`config.mk`:
```
export PLATFORM = sky130hd
export DESIGN_NAME = exe_mem_pipe_reg
export DESIGN_NICKNAME = d
export VERILOG_FILES = /design/src/rtl/exe_mem_pkg.sv /design/src/rtl/pipe_skid_buf.sv /design/src/rtl/exe_mem_pipe_reg.sv
export SDC_FILE = /design/constraint.sdc
export NUM_CORES = 1
export LEC_CHECK = 0
export BUFFER_PORTS_ARGS = -buffer_cell sky130_fd_sc_hd__buf_2
export CORE_ASPECT_RATIO = 0.9
export CORE_MARGIN = 10
export CORE_UTILIZATION = 30
export CTS_BUF_LIST = sky130_fd_sc_hd__clkbuf_4 sky130_fd_sc_hd__clkbuf_8
export DETAILED_ROUTE_END_ITERATION = 8
export PLACE_DENSITY = 0.52
export SYNTH_ARGS = -nofsm -noshare
export SYNTH_HDL_FRONTEND = slang
export SYNTH_SLANG_ARGS = --single-unit
```
`constraint.sdc`:
```
create_clock -name clk -period 4.9 [get_ports clk]
set_input_delay 0 -clock clk [delete_from_list [all_inputs] [get_ports clk]]
set_output_delay 0 -clock clk [all_outputs]
set_load 0.005 [all_outputs]
```
`src/rtl/exe_mem_pkg.sv`:
```
// rtl/exe_mem_pkg.sv - shared widths and payload layout for the EXE->MEM stage register
// Payload packing, LSB first: reg_wen, mem_to_reg, reg_waddr, rdata2, alu_result.
package exe_mem_pkg;

    localparam int DATA_W_DEF     = 16;
    localparam int WADDR_W_DEF    = 4;

    localparam int REG_WEN_OFS    = 0;
    localparam int MEM_TO_REG_OFS = 1;
    localparam int WADDR_OFS      = 2;

    function automatic int rdata2_ofs(input int waddr_w);
        return WADDR_OFS + waddr_w;
    endfunction

    function automatic int alu_ofs(input int data_w, input int waddr_w);
        return WADDR_OFS + waddr_w + data_w;
    endfunction

    function automatic int payload_w(input int data_w, input int waddr_w);
        return 2 * data_w + waddr_w + 2;
    endfunction

endpackage

```
`src/rtl/pipe_skid_buf.sv`:
```
// rtl/pipe_skid_buf.sv - generic valid/ready skid buffer with synchronous flush
// Ports:
//   clk, rst_n             clock, asynchronous active-low reset
//   flush                  drop held entries and same-cycle input
//   in_valid/in_ready/in_payload     upstream handshake; in_ready is a flop
//   out_valid/out_ready/out_payload  downstream handshake; out_payload is the main slot
module pipe_skid_buf #(
    parameter int PAYLOAD_W = 38
) (
    input  logic                 clk,
    input  logic                 rst_n,
    input  logic                 flush,
    input  logic                 in_valid,
    output logic                 in_ready,
    input  logic [PAYLOAD_W-1:0] in_payload,
    output logic                 out_valid,
    input  logic                 out_ready,
    output logic [PAYLOAD_W-1:0] out_payload
);

    logic [PAYLOAD_W-1:0] skid_payload;
    logic                 skid_valid;
    logic                 acc;
    logic                 drn;

    assign acc = in_valid & in_ready;
    assign drn = out_valid & out_ready;

    always_ff @(posedge clk or negedge rst_n) begin
        if (!rst_n) begin
            out_valid    <= 1'b0;
            skid_valid   <= 1'b0;
            in_ready     <= 1'b1;
            out_payload  <= '0;
            skid_payload <= '0;
        end else if (flush) begin
            // Payload registers keep their contents so data outputs hold
            // their last value across the bubble.
            out_valid  <= 1'b0;
            skid_valid <= 1'b0;
            in_ready   <= 1'b1;
        end else if (skid_valid) begin
            // in_ready is low here, so no accept can coincide.
            if (drn) begin
                out_payload <= skid_payload;
                skid_valid  <= 1'b0;
                in_ready    <= 1'b1;
            end
        end else if (acc) begin
            if (!out_valid || drn) begin
                out_payload <= in_payload;
                out_valid   <= 1'b1;
            end else begin
                // Main slot is stuck: park the entry and stop upstream.
                skid_payload <= in_payload;
                skid_valid   <= 1'b1;
                in_ready     <= 1'b0;
            end
        end else if (drn) begin
            out_valid <= 1'b0;
        end
    end

endmodule

```
`src/rtl/exe_mem_pipe_reg.sv`:
```
// rtl/exe_mem_pipe_reg.sv - EXE->MEM pipeline register with handshake, skid buffer and flush
// Optional macro EXE_MEM_STALL_CNT_EN adds the stall_cnt back-pressure counter port.
// Ports:
//   clk, rst_n, flush                       clock, async active-low reset, squash
//   in_valid/in_ready + EXE fields          upstream side
//   out_valid/out_ready + *_out fields      MEM side; control outputs gated by out_valid
//   stall_cnt                               cycles with out_valid=1 and out_ready=0 (optional)
module exe_mem_pipe_reg
    import exe_mem_pkg::*;
#(
    parameter int DATA_W  = DATA_W_DEF,
    parameter int WADDR_W = WADDR_W_DEF
) (
    input  logic               clk,
    input  logic               rst_n,
    input  logic               flush,
    input  logic               in_valid,
    output logic               in_ready,
    input  logic [DATA_W-1:0]  alu_result,
    input  logic [DATA_W-1:0]  rdata2,
    input  logic               mem_to_reg,
    input  logic               reg_wen,
    input  logic [WADDR_W-1:0] reg_waddr,
    output logic               out_valid,
    input  logic               out_ready,
    output logic [DATA_W-1:0]  alu_result_out,
    output logic [DATA_W-1:0]  rdata2_out,
    output logic               mem_to_reg_out,
    output logic               reg_wen_out,
    output logic [WADDR_W-1:0] reg_waddr_out
`ifdef EXE_MEM_STALL_CNT_EN
    ,
    output logic [31:0]        stall_cnt
`endif
);

    localparam int PW      = payload_w(DATA_W, WADDR_W);
    localparam int RD2_LSB = rdata2_ofs(WADDR_W);
    localparam int ALU_LSB = alu_ofs(DATA_W, WADDR_W);

    logic [PW-1:0] in_payload;
    logic [PW-1:0] out_payload;

    assign in_payload = {alu_result, rdata2, reg_waddr, mem_to_reg, reg_wen};

    pipe_skid_buf #(
        .PAYLOAD_W (PW)
    ) u_skid (
        .clk         (clk),
        .rst_n       (rst_n),
        .flush       (flush),
        .in_valid    (in_valid),
        .in_ready    (in_ready),
        .in_payload  (in_payload),
        .out_valid   (out_valid),
        .out_ready   (out_ready),
        .out_payload (out_payload)
    );

    assign alu_result_out = out_payload[ALU_LSB +: DATA_W];
    assign rdata2_out     = out_payload[RD2_LSB +: DATA_W];
    assign reg_waddr_out  = out_payload[WADDR_OFS +: WADDR_W];
    // Bubbles must never write the register file.
    assign mem_to_reg_out = out_valid & out_payload[MEM_TO_REG_OFS];
    assign reg_wen_out    = out_valid & out_payload[REG_WEN_OFS];

`ifdef EXE_MEM_STALL_CNT_EN
    logic [31:0] stall_q;

    always_ff @(posedge clk or negedge rst_n) begin
        if (!rst_n) begin
            stall_q <= '0;
        end else if (out_valid && !out_ready && (stall_q != 32'hFFFF_FFFF)) begin
            stall_q <= stall_q + 32'd1;
        end
    end

    assign stall_cnt = stall_q;
`endif

endmodule

```
# Word level (Yosys, flattened, before mapping)
# Index checks and enable logic that the tools add are counted.
# classes
muxes	19
n_bitwise	7
reduce_logical	10
eq_ne	5
# op_table
op	n
$mux 38	4
$mux 1	15
$reduce_and 4->1	2
$ne 3x3->1 const B	2
$reduce_and 3->1	2
$reduce_bool 3->1	2
$and 1x1->1	4
$ne 2x2->1 const B	2
$reduce_bool 2->1	2
$ne 3x2->1 const B	1
$not 1->1	3
$logic_not 1->1	1
$logic_or 1x1->1	1
# totals
reg_bits	79
elab_cells	46
output_inout_bits	40
input_bits	43

# Logic depth before layout (Yosys ltp)
# logic_depth
depth_word	6
mapped_depth	6
ltp_nobuf	3

# Hierarchy
# Synthesis repeated with hierarchy kept, for this count alone.
# unflattened
hier_cells	222
hier_area_um2	3479.6
# modules_own_cells
mod	seq_area_each_um2	n_inst	area_per_inst_um2	cells_per_inst
pipe_skid_buf	1978.1	1	3467.1	220
exe_mem_pipe_reg	0.0	1	12.5	2

# Worst setup path after synthesis
# OpenSTA, ideal clock, no wires.
# synth_path
kind	register -> register
start	reg u_skid.in_ready
end	reg u_skid.skid_payload[15]
setup_slack_ns	3.023
path_buffers	2
setup_time_ns	0.125
arrival_time_ns	1.752
path_stages_with_launch	6
t_required_ns	4.775
synth_period_minus_slack_ns	1.877
path_cell_list	dfstp_2 -> nand3b_4 -> or4b_4 -> buf_6 -> buf_6 -> mux2_4
# synth_via
elab_chain_cells	2
# synth_rtl
item	line	source
start, declared	pipe_skid_buf.sv:14	output logic in_ready,
start signal, assigned	pipe_skid_buf.sv:33	in_ready <= 1'b1;
start signal, assigned	pipe_skid_buf.sv:41	in_ready <= 1'b1;
start signal, assigned	pipe_skid_buf.sv:47	in_ready <= 1'b1;
$and 1x1->1	pipe_skid_buf.sv:26	assign acc = in_valid & in_ready;
$reduce_and 4->1 (no source line)	-	
end signal, assigned	pipe_skid_buf.sv:55	skid_payload <= in_payload;
end, declared	pipe_skid_buf.sv:21	logic [PAYLOAD_W-1:0] skid_payload;
# No other way between the ends.
# A chain may end at the register's enable or synchronous reset.

# Worst setup path after layout
# layout_path
start	reg u_skid.skid_valid
end	reg u_skid.out_payload[27]
# layout_via
elab_chain_cells	2
word_cells_on_any_way	5
cone_classes	eq/ne (1); mux (1); reduce/logical (3)
# layout_rtl
item	line	source
start, declared	pipe_skid_buf.sv:22	logic skid_valid;
start signal, assigned	pipe_skid_buf.sv:32	skid_valid <= 1'b0;
start signal, assigned	pipe_skid_buf.sv:40	skid_valid <= 1'b0;
start signal, assigned	pipe_skid_buf.sv:46	skid_valid <= 1'b0;
$ne 2x2->1 (no source line) or $reduce_bool 2->1 (tied branches)	-	
$reduce_and 4->1 (no source line)	-	
end signal, assigned	pipe_skid_buf.sv:45	out_payload <= skid_payload;
end signal, assigned	pipe_skid_buf.sv:51	out_payload <= in_payload;
end, declared	pipe_skid_buf.sv:18	output logic [PAYLOAD_W-1:0] out_payload
# Several ways; a longest one is shown, not always the timed one.

==> impl_metrics.json <==
{
  "htree_levels": 3,
  "synth_xor_xnor_area_share": 0,
  "r2r_start": "u_skid.skid_valid",
  "tritoncts": "built",
  "synth_seq_cells": 79,
  "finalNonFillerCells": 510,
  "critical_path_class": "reg -> reg",
  "cp_max_fo": 43,
  "syn-cell-area_um2": 3810,
  "power_leakage_nw": 2.20,
  "grt_max_degree": 80,
  "rows": 38,
  "synthCells": 258,
  "synth_top_family_by_area": "multiplexers",
  "switching_share": 0.254,
  "synth_nets": 301,
  "dieArea_um2": 17600,
  "cpPeakStageDelay_ns": 1.02,
  "timing.reg2reg.setup_slack_ns": 2.40,
  "synth_largest_area_cell": "dfrtp_1",
  "worstPathRequired_ns": 5.13,
  "synth_edf_count": 0,
  "grt_pass1_vias": 2603,
  "yosys.area_share.simple": 0.0151,
  "p_seq_frac": 0.489,
  "place_area_um2": 4090,
  "setup_viol": 0,
  "start_kind": "flop",
  "coreArea_um2": 12200,
  "synth_top_area_frac": 0.513,
  "yosys-top-cells-area": "dfrtp_1 51%, mux2_2 28%, mux2_4 7.9%",
  "synthDistinctLibCells": 20,
  "endpoint_kind": "flop",
  "start_util": 0.312,
  "routed_via_density": 4.29,
  "cts_root_buf": "clkbuf_8",
  "clk_pin_slew_ns": 0.07,
  "numCtsBuffers": 9,
  "fmax_mhz": 400,
  "hp-class": "in -> reg",
  "diodes": 0,
  "die_x_um": 139,
  "tns_ns": 0,
  "rr_worst_depth": 4,
  "final_antenna_net_count": 0,
  "hold_depth": 4,
  "status": "complete, no violations",
  "grt_pass1_wl_um": 13400,
  "synthMuxAreaShare": 0.357,
  "grt.total_usage": 0.0929,
  "stdcell_area_um2": 4730,
  "die_y_um": 127,
  "drtIter0Drc": 78,
  "cts.sinks": 79,
  "post-place-ws_ns": 2.31,
  "synth_compound_area_frac": 0.0131,
  "overflow": 0,
  "rr_endpoint": "u_skid.out_payload[27]",
  "async_reset_ff_frac": 1.00,
  "dp.cells": 451,
  "rsz0062_at_grt": "false",
  "min_from": "in_valid",
  "area_delta_synth_final_pct": 24.4,
  "clk_latency_ns": 0.35,
  "wl_per_cell_um": 15.4,
  "drv_cap": 0,
  "drive_gt1_frac": 0.623,
  "post-route-min-period_ns": 2.50,
  "p_comb_frac": 0.248,
  "clock_path_buffers": 2,
  "antenna_found_initial": 0,
  "place_congestion": 0.649,
  "routed_wl_um": 7860,
  "hold_viol": 0,
  "arrival_ns": 2.73,
  "crit_slowest_cell": "dfrtp_2",
  "place_hpwl_um": 5150,
  "synth_fa_ha_area_frac": 0,
  "p_per_area_nw_per_um2": 429,
  "worst_slack_ns": 2.40,
  "switching_power_w": 0.000515,
  "ios": 83,
  "drc_errors": 0,
  "vias": 2190,
  "synth_common_cells": "94 x mux2_2, 78 x dfrtp_1, 36 x buf_4, 20 x mux2_4",
  "synth_most_common_cell": "mux2_2",
  "ir_worst_vdd_mv": 0.197,
  "ys.flop_type": "dfrtp_1",
  "ys.warnings.count": 0,
  "relSlewSlack": 0.325,
  "fin_crit_sh": 0.510,
  "postCtsResizedCells": 0,
  "cp_cell_sequence": "nand2_1 > a221oi_4 > buf_4 > mux2_2",
  "avgSynthCellArea_um2": 14.8,
  "p_int_w": 0.00152,
  "fin_skew_ns": 0.00938,
  "dr.pass1.iters": 3,
  "final_nets": 388,
  "seq_area_frac_synth": 0.520,
  "clockPowerShare": 0.262,
  "hold_end": "u_skid.in_ready",
  "port-buffer-count": 82,
  "final_max_slew_viol_count": 0,
  "worst_slew_pin_slew_ns": 1.01
}
## critical path: cells and delay by family, from the launching register on
| family | cells | cell delay, ns |
|---|---|---|
| muxes | 1 | 0.39 |
| and+or+nand+nor | 1 | 0.21 |
| DFF | 1 | 1.02 |
| AOI/OAI and AO/OA | 1 | 0.26 |
| buffers and inverters | 1 | 0.49 |
## metrics by stage
step / hold WS (ns) / total power, W / util
after global routing: 0.118 / 0.00218 / 0.387
after global placement: 0.237 / 0.00148 / 0.335
after detailed placement: 0.244 / 0.00150 / 0.335
after floorplan: -0.296 / 0.00142 / -
final: 0.104 / 0.00203 / 0.387
after CTS: 0.0954 / 0.00208 / 0.387
## flip-flops by register name (all words and copies together), names as in the netlist
register,cells
u_skid.out_payload,38
u_skid.skid_payload,38
u_skid.in_ready,1
u_skid.out_valid,1
u_skid.skid_valid,1
## placed cells by master, fill, tap and decap left out, types with 2 or more instances in the layout
| master | n |
|---|---|
| clkbuf_8 | 9 |
| buf_2 | 81 |
| buf_4 | 2 |
| mux2_2 | 94 |
| dlygate4sd3_1 | 43 |
| mux2_4 | 20 |
| bufinv_16 | 2 |
| dfrtp_1 | 77 |
| clkbuf_4 | 3 |
| a21oi_1 | 3 |
| and2_1 | 2 |
| clkinv_2 | 2 |
## power by group through the flow
stage	Combinational, W	Clock [W]	Sequential (W)
floorplan	0.000457	0	0.000959
global placement	0.000481	0	0.000998
detailed placement	0.000494	0	0.00101
CTS	0.000522	0.000559	0.000996
global route	0.000561	0.000588	0.00103
finish	0.000504	0.000532	0.000994
## worst max path at each step
stage | startpoint | slack, ns | end
6_report | u_skid.skid_valid | 2.40 | u_skid.out_payload[27]
5_1_grt | u_skid.skid_valid | 2.19 | u_skid.out_payload[36]
4_1_cts | u_skid.skid_valid | 2.29 | u_skid.out_payload[36]
3_5_place_dp | u_skid.skid_valid | 2.31 | u_skid.out_payload[35]
3_3_place_gp | u_skid.skid_valid | 2.31 | u_skid.out_payload[22]
2_1_floorplan | u_skid.in_ready | 3.02 | u_skid.skid_payload[15]
## cell type report
cell class	count	area, um2
Clock buffer	12	146
Clock inverter	4	70.1
Fill cell	1180	7480
Inverter	1	3.75
Multi-Input combinational cell	128	1480
Sequential cell	79	1980
Tap cell	160	200
Timing Repair Buffer	126	851
## metal layers
metal | part of all wire | GRT usage
met5 | 0 | 0
met4 | 0.012 | 0.0294
met3 | 0.061 | 0.0366
met2 | 0.46 | 0.149
met1 | 0.47 | 0.113
## repair_timing
item,4_1_cts,5_1_grt
setup endpoints to repair,0,0
hold buffers,43,0
buffers inserted,0,0
endpoints found under the hold margin,125,0
## kinds of logic after synthesis
kind of cell           count (synthesis)
AND/OR/NAND/NOR                        6
AO/OA/AOI/OAI                          8
multiplexers                         114
flip-flops                            79
buffers and inverters                 51
Power figures use the tool's default switching activity.
